$ cat src/rtl/hamming74_pkg.sv
// ---------------------------------------------------------------------------
// hamming74_pkg
// Shared definitions for the SECDED (8,4) scrubber:
//   - state_e      : scrubber FSM states
//   - err_class_e  : decoder classification of one codeword
//   - POS_*        : bit positions of parity/data bits inside a codeword
//   - encode()     : 4-bit data -> 8-bit codeword
//   - syndrome()   : 8-bit codeword -> 3-bit Hamming syndrome {s4,s2,s1}
// ---------------------------------------------------------------------------
package hamming74_pkg;

    typedef enum logic [2:0] {
        ST_IDLE = 3'd0,
        ST_RD   = 3'd1,
        ST_CHK  = 3'd2,
        ST_WR   = 3'd3,
        ST_DONE = 3'd4
    } state_e;

    typedef enum logic [1:0] {
        ERR_CLEAN  = 2'd0,
        ERR_SINGLE = 2'd1,
        ERR_PARITY = 2'd2,
        ERR_DOUBLE = 2'd3
    } err_class_e;

    localparam int unsigned POS_P1 = 0;
    localparam int unsigned POS_P2 = 1;
    localparam int unsigned POS_D0 = 2;
    localparam int unsigned POS_P4 = 3;
    localparam int unsigned POS_D1 = 4;
    localparam int unsigned POS_D2 = 5;
    localparam int unsigned POS_D3 = 6;
    localparam int unsigned POS_P0 = 7;

    function automatic logic [7:0] encode(input logic [3:0] d);
        logic [7:0] cw;
        cw         = '0;
        cw[POS_D0] = d[0];
        cw[POS_D1] = d[1];
        cw[POS_D2] = d[2];
        cw[POS_D3] = d[3];
        cw[POS_P1] = d[0] ^ d[1] ^ d[3];
        cw[POS_P2] = d[0] ^ d[2] ^ d[3];
        cw[POS_P4] = d[1] ^ d[2] ^ d[3];
        cw[POS_P0] = ^cw[6:0];
        return cw;
    endfunction

    // The syndrome value is the 1-based position of a single flipped bit
    // within cw[6:0], so the bit to correct is cw[s-1].
    function automatic logic [2:0] syndrome(input logic [7:0] cw);
        logic s1;
        logic s2;
        logic s4;
        s1 = cw[0] ^ cw[2] ^ cw[4] ^ cw[6];
        s2 = cw[1] ^ cw[2] ^ cw[5] ^ cw[6];
        s4 = cw[3] ^ cw[4] ^ cw[5] ^ cw[6];
        return {s4, s2, s1};
    endfunction

endpackage

$ cat src/rtl/hamming74_secded_dec.sv
// ---------------------------------------------------------------------------
// hamming74_secded_dec
// Combinational SECDED (8,4) decoder. Classifies a codeword and returns the
// corrected codeword (unchanged for clean and double-error words).
// Ports:
//   cw_i    [7:0] : codeword as read from memory
//   cw_o    [7:0] : corrected codeword
//   class_o [1:0] : err_class_e value (CLEAN, SINGLE, PARITY, DOUBLE)
// ---------------------------------------------------------------------------
module hamming74_secded_dec
    import hamming74_pkg::*;
(
    input  logic [7:0] cw_i,
    output logic [7:0] cw_o,
    output logic [1:0] class_o
);

    logic [2:0] syn;
    logic       par;
    err_class_e cls;

    always_comb begin
        syn  = syndrome(cw_i);
        par  = ^cw_i;
        cw_o = cw_i;
        cls  = ERR_CLEAN;
        if (syn != 3'd0 && par) begin
            cls  = ERR_SINGLE;
            cw_o = cw_i ^ (8'd1 << (syn - 3'd1));
        end else if (syn == 3'd0 && par) begin
            // Only the overall parity bit disagrees.
            cls  = ERR_PARITY;
            cw_o = cw_i ^ (8'd1 << POS_P0);
        end else if (syn != 3'd0 && !par) begin
            cls = ERR_DOUBLE;
        end
    end

    assign class_o = cls;

endmodule

$ cat src/rtl/hamming74_scrubber.sv
// ---------------------------------------------------------------------------
// hamming74_scrubber
// Walks addresses 0..DEPTH-1 of a single-port synchronous codeword RAM,
// decodes each word, writes back corrected words and counts errors.
// Parameters: DEPTH (words per pass), ADDR_W (address width), CNT_W (counter
// width, counters saturate at all-ones).
// Ports:
//   i_clk, i_rst_n       : clock, async active-low reset
//   i_start              : level, sampled only while idle
//   o_mem_addr, o_mem_re : RAM address and read strobe (data next cycle)
//   i_mem_rdata          : RAM read data
//   o_mem_we, o_mem_wdata: RAM write strobe and corrected codeword
//   o_busy, o_done       : pass in progress / one-cycle end-of-pass pulse
//   o_cnt_1bit           : corrected errors this pass (incl. parity-only)
//   o_cnt_2bit           : uncorrectable errors this pass
//   o_fail_valid/addr    : first uncorrectable address of this pass
// Memory handshake: o_mem_re in cycle t means i_mem_rdata is valid in t+1;
// o_mem_we in cycle t commits o_mem_wdata at o_mem_addr on the edge ending t.
// The two strobes are decoded from distinct states and never overlap.
// ---------------------------------------------------------------------------
module hamming74_scrubber
    import hamming74_pkg::*;
#(
    parameter int DEPTH  = 16,
    parameter int ADDR_W = 4,
    parameter int CNT_W  = 8
) (
    input  logic              i_clk,
    input  logic              i_rst_n,
    input  logic              i_start,
    output logic [ADDR_W-1:0] o_mem_addr,
    output logic              o_mem_re,
    input  logic [7:0]        i_mem_rdata,
    output logic              o_mem_we,
    output logic [7:0]        o_mem_wdata,
    output logic              o_busy,
    output logic              o_done,
    output logic [CNT_W-1:0]  o_cnt_1bit,
    output logic [CNT_W-1:0]  o_cnt_2bit,
    output logic              o_fail_valid,
    output logic [ADDR_W-1:0] o_fail_addr
);

    localparam logic [ADDR_W-1:0] LAST_ADDR = ADDR_W'(DEPTH - 1);
    localparam logic [CNT_W-1:0]  CNT_MAX   = {CNT_W{1'b1}};

    state_e             state_q, state_d;
    logic [ADDR_W-1:0]  addr_q, addr_d;
    logic [7:0]         wdata_q, wdata_d;
    logic [CNT_W-1:0]   cnt1_q, cnt1_d;
    logic [CNT_W-1:0]   cnt2_q, cnt2_d;
    logic               fail_valid_q, fail_valid_d;
    logic [ADDR_W-1:0]  fail_addr_q, fail_addr_d;

    logic [7:0]         dec_cw;
    logic [1:0]         dec_class;
    logic               advance;

    hamming74_secded_dec u_dec (
        .cw_i    (i_mem_rdata),
        .cw_o    (dec_cw),
        .class_o (dec_class)
    );

    always_ff @(posedge i_clk or negedge i_rst_n) begin
        if (!i_rst_n) begin
            state_q      <= ST_IDLE;
            addr_q       <= '0;
            wdata_q      <= '0;
            cnt1_q       <= '0;
            cnt2_q       <= '0;
            fail_valid_q <= 1'b0;
            fail_addr_q  <= '0;
        end else begin
            state_q      <= state_d;
            addr_q       <= addr_d;
            wdata_q      <= wdata_d;
            cnt1_q       <= cnt1_d;
            cnt2_q       <= cnt2_d;
            fail_valid_q <= fail_valid_d;
            fail_addr_q  <= fail_addr_d;
        end
    end

    always_comb begin
        state_d      = state_q;
        addr_d       = addr_q;
        wdata_d      = wdata_q;
        cnt1_d       = cnt1_q;
        cnt2_d       = cnt2_q;
        fail_valid_d = fail_valid_q;
        fail_addr_d  = fail_addr_q;
        advance      = 1'b0;

        case (state_q)
            ST_IDLE: begin
                if (i_start) begin
                    addr_d       = '0;
                    cnt1_d       = '0;
                    cnt2_d       = '0;
                    fail_valid_d = 1'b0;
                    fail_addr_d  = '0;
                    state_d      = ST_RD;
                end
            end
            ST_RD: begin
                state_d = ST_CHK;
            end
            ST_CHK: begin
                wdata_d = dec_cw;
                case (err_class_e'(dec_class))
                    ERR_SINGLE, ERR_PARITY: begin
                        if (cnt1_q != CNT_MAX) cnt1_d = cnt1_q + CNT_W'(1);
                        state_d = ST_WR;
                    end
                    ERR_DOUBLE: begin
                        if (cnt2_q != CNT_MAX) cnt2_d = cnt2_q + CNT_W'(1);
                        // Only the first uncorrectable address of a pass is kept.
                        if (!fail_valid_q) begin
                            fail_valid_d = 1'b1;
                            fail_addr_d  = addr_q;
                        end
                        advance = 1'b1;
                    end
                    default: begin
                        advance = 1'b1;
                    end
                endcase
            end
            ST_WR: begin
                advance = 1'b1;
            end
            ST_DONE: begin
                state_d = ST_IDLE;
            end
            default: begin
                state_d = ST_IDLE;
            end
        endcase

        // The address parks at the last word; only a new start rewinds it.
        if (advance) begin
            if (addr_q == LAST_ADDR) begin
                state_d = ST_DONE;
            end else begin
                addr_d  = addr_q + ADDR_W'(1);
                state_d = ST_RD;
            end
        end
    end

    assign o_mem_addr   = addr_q;
    assign o_mem_re     = (state_q == ST_RD);
    assign o_mem_we     = (state_q == ST_WR);
    assign o_mem_wdata  = wdata_q;
    assign o_busy       = (state_q != ST_IDLE);
    assign o_done       = (state_q == ST_DONE);
    assign o_cnt_1bit   = cnt1_q;
    assign o_cnt_2bit   = cnt2_q;
    assign o_fail_valid = fail_valid_q;
    assign o_fail_addr  = fail_addr_q;

endmodule

$ cat config.mk
export PLATFORM = sky130hd
export DESIGN_NAME = hamming74_scrubber
export DESIGN_NICKNAME = d
export VERILOG_FILES = /design/src/rtl/hamming74_pkg.sv /design/src/rtl/hamming74_secded_dec.sv /design/src/rtl/hamming74_scrubber.sv
export SDC_FILE = /design/constraint.sdc
export NUM_CORES = 1
export LEC_CHECK = 0
export CAP_MARGIN = 10
export CORE_MARGIN = 1
export CORE_UTILIZATION = 45
export CTS_CLUSTER_SIZE = 25
export DETAILED_ROUTE_END_ITERATION = 12
export GPL_TIMING_DRIVEN = 0
export PLACE_DENSITY = 0.73
export REMOVE_ABC_BUFFERS = 1
export SYNTH_ARGS = -nofsm -noshare
export SYNTH_HDL_FRONTEND = slang
export SYNTH_SLANG_ARGS = --single-unit
$ cat constraint.sdc
create_clock -name i_clk -period 2.65 [get_ports i_clk]
set_input_delay 0.53 -clock i_clk [delete_from_list [all_inputs] [get_ports i_clk]]
set_output_delay 0.53 -clock i_clk [all_outputs]
set_load 0.005 [all_outputs]
==> summary.md <==
| Metric | Value |
|---|---|
| Status | finished clean |
| First-pass GRT wire length | 7.376 mm |
| Register bit count reported by yosys | 36 |
| Final setup vio count | 0 |
| Die ar. | 4846 sq um |
| CTS tree | done |
| DRC | 0 |
| Fill count | 391 |
| CTS Buf Count | 5 |
| 1st-iter DRT viols | 62 |
| Period utilisation layout | 94.67% |
| Design area | 2663 sq um |
| Peak supply drop | 397.9 uV |
| Setup crit start | i_mem_rdata[2] |
| Routed wl met3 | 210 um |
| RSZ-0062 raised after global routing | true |
| Die Span X | 69.61 um |
| Post-Syn Instances | 220 |
| Vias | 1703 |
| Yosys top cell by area | dfrtp_1 |
| Vias in the first global route | 1586 |
| Pwr Density | 838.9 nW/um^2 |
| Largest net degree at the start of global routing | 37 |
| Worst Path Required | 2880 ps |
| Synth area leaders | dfrtp_1 (44%), xnor2_1 (6.4%), o21ai_0 (5.6%) |
| Grt ovf | 0 |
| Leakage | 1.125 nW |
| Worst Hold Class | in -> async |
| CP Max Fanout | 13 |
| Pre-CTS setup slack | -533.3 ps |
| Area Growth Syn to Fin | 29.44% |
| Io pins | 48 |
| Number of diodes | 0 |
| Root Driver | clkbuf_8 |
| Post-synth top area share | 43.80% |
| Hold WS | 322.5 ps |
| WL/cell | 13.46 um |
| Mapped Area | 2057 sq um |
| Final worst slack | 141.2 ps |
| Skew-Pair Late Insertion Delay | 300 ps |
| Fmax | 0.3986 GHz |
| Critical path class | in -> reg |
| Initial core utilization | 46.92% |
| Core outline area | 4384 sq um |
| 1st-pass router iterations | 4 |
| Worst Setup End Kind | register |
| Wire length on met1 | 1.970 mm |
| Die Y-Extent | 69.61 um |
| Mean area per synthesized cell | 9.350 sq um |
| Post-synth top cells | dfrtp_1 (36), nand2_1 (29), o21ai_0 (23), nor2_1 (19), xnor2_1 (15) |
| Post-place instance area | 2544 sq um |
| Clock Skews | 11.75 ps |
| Max H-tree Level | 2 |
| Highest metal used | met4 |
| Max-slew headroom | 45.45% |
| Worst slew pin tran | 818.2 ps |
| CP Launch Type | primary input |
| Post-synth top flop | dfrtp_1 |
| Detailed placer's ending HPWL | 3.099 mm |
| Post-synth EDFFs | 0 |
| Metal2 WL | 2.045 mm |
| DR vias/cell | 5.355 |
| Max-cap violations | 0 |
| Yosys warning count | 0 |
| R2R depth | 7 |
| Final WL | 4.280 mm |
| Max Slew Vio Count | 0 |
| Row count | 24 |
| Final GP Congestion | 0.7544 |
| Initial antenna violation count | 0 |
| Clk slew on worst S/H paths | 80 ps |
| Seq/Total Area, Yosys | 43.80% |
| Worst Path Arrival | 2730 ps |
| Total track usage | 19.15% |
| Share of layout cells above drive strength 1 | 7.143% |
| Final hold violation count | 0 |
| Most common cell in the netlist | dfrtp_1 |
| Async SR Flop Fraction | 100.0% |
| Distinct cells, synth | 38 |
| Reg2Reg Launch Point | o_cnt_2bit[0] |
| Buffers on Ports | 47 |
| CTS Sinks | 36 |
| Fin crit period | 2509 ps |
| DRT antenna net count | 0 |
| Clk buf depth | 2 |
| Net count, final | 279 |
state kept, by name, indices dropped and copies added (netlist names):
register and cells:
o_cnt_2bit 8, o_cnt_1bit 8, o_mem_addr 4, o_mem_wdata 8, state_q 3, o_fail_addr 4, o_fail_valid 1
path summary, 6_finish.rpt:
| kind | to | slack (ps) |
|---|---|---|
| worst max-delay path | o_cnt_2bit[3] | 140 |
| worst min-delay path | o_cnt_2bit[7] | 320 |
| worst max register to register | o_cnt_2bit[5] | 290 |
| worst min register to register | o_mem_wdata[7] | 490 |
| max in group asynchronous | o_cnt_1bit[2] | 1800 |
| min in group i_clk | o_mem_wdata[7] | 490 |
placed cells by master (no fill, tap or decap), types with 2 or more instances in the layout:
master	n
inv_1	7
nand2_1	29
nand2b_1	3
and3_1	7
or4_1	4
clkdlybuf4s50_1	46
o21ai_0	22
nand4_1	3
and2_1	3
or3_1	4
mux2i_1	10
ha_1	3
xnor2_1	14
nor3_1	6
clkbuf_8	6
o21a_1	3
a21oi_1	5
nand3_1	2
xor2_1	5
dfrtp_1	36
o211ai_1	5
xnor2_2	5
nor2_1	19
nor3b_1	2
routing by layer:
metal  vias to the layer above  track usage, %
li1                        852               -
met1                       804           24.69
met2                        42           30.96
met3                         5           5.378
met4                         0           6.667
met5                         -               0
through the flow:
step | setup TNS [ps] | utilization [%] | power (W) | cells
final | 0 | 60.73 | 0.002234 | 318
after global routing | -59.93 | 60.73 | 0.002418 | 318
after CTS | 0 | 60.25 | 0.002243 | 318
after detailed placement | -4922 | 58.02 | 0.001825 | 310
after global placement | -3705 | 58.13 | 0.001803 | 310
after floorplan | 0 | - | 0.001339 | 211
layout make-up:
type	count	area (sq um)	area share, %
Inverter	7	26.28	0.9868
Clock buffer	7	86.33	3.242
Clock inverter	1	7.507	0.2820
Timing Repair Buffer	47	465.4	17.48
Tap cell	52	65.06	2.444
Sequential cell	36	900.9	33.83
Multi-Input combinational cell	168	1111	41.73
critical path: stages:
cell             delay (ps)
clkdlybuf4s50_1         520
xnor2_2                 300
xnor2_2                 190
nor4_2                  390
a21oi_4                 120
or4_1                   530
a21oi_1                 150
kinds of logic after synthesis:
logic type                 synth area share, %
AOI/OAI and AO/OA                        12.29
xor gates and xnor gates                 12.47
adders and majority gates                1.825
buffers and inverters                    3.406
DFF                                      43.80
muxes                                    5.414
and+or+nand+nor                          20.80
what timing repair did:
item / 4_1_cts / 5_1_grt
buffers inserted: 0 / 0
setup endpoints to repair: 7 / 12
resized for setup: 1 / 4
hold buffers: 0 / 0
where the power goes:
part | switching [W] | leakage (nW) | internal [W]
combinational | 0.000472 | 0.603 | 0.000497
sequential | 0.000149 | 0.478 | 0.000702
clock | 0.000202 | 0.0445 | 0.000211
No activity file was read; power rests on OpenSTA's default activity.
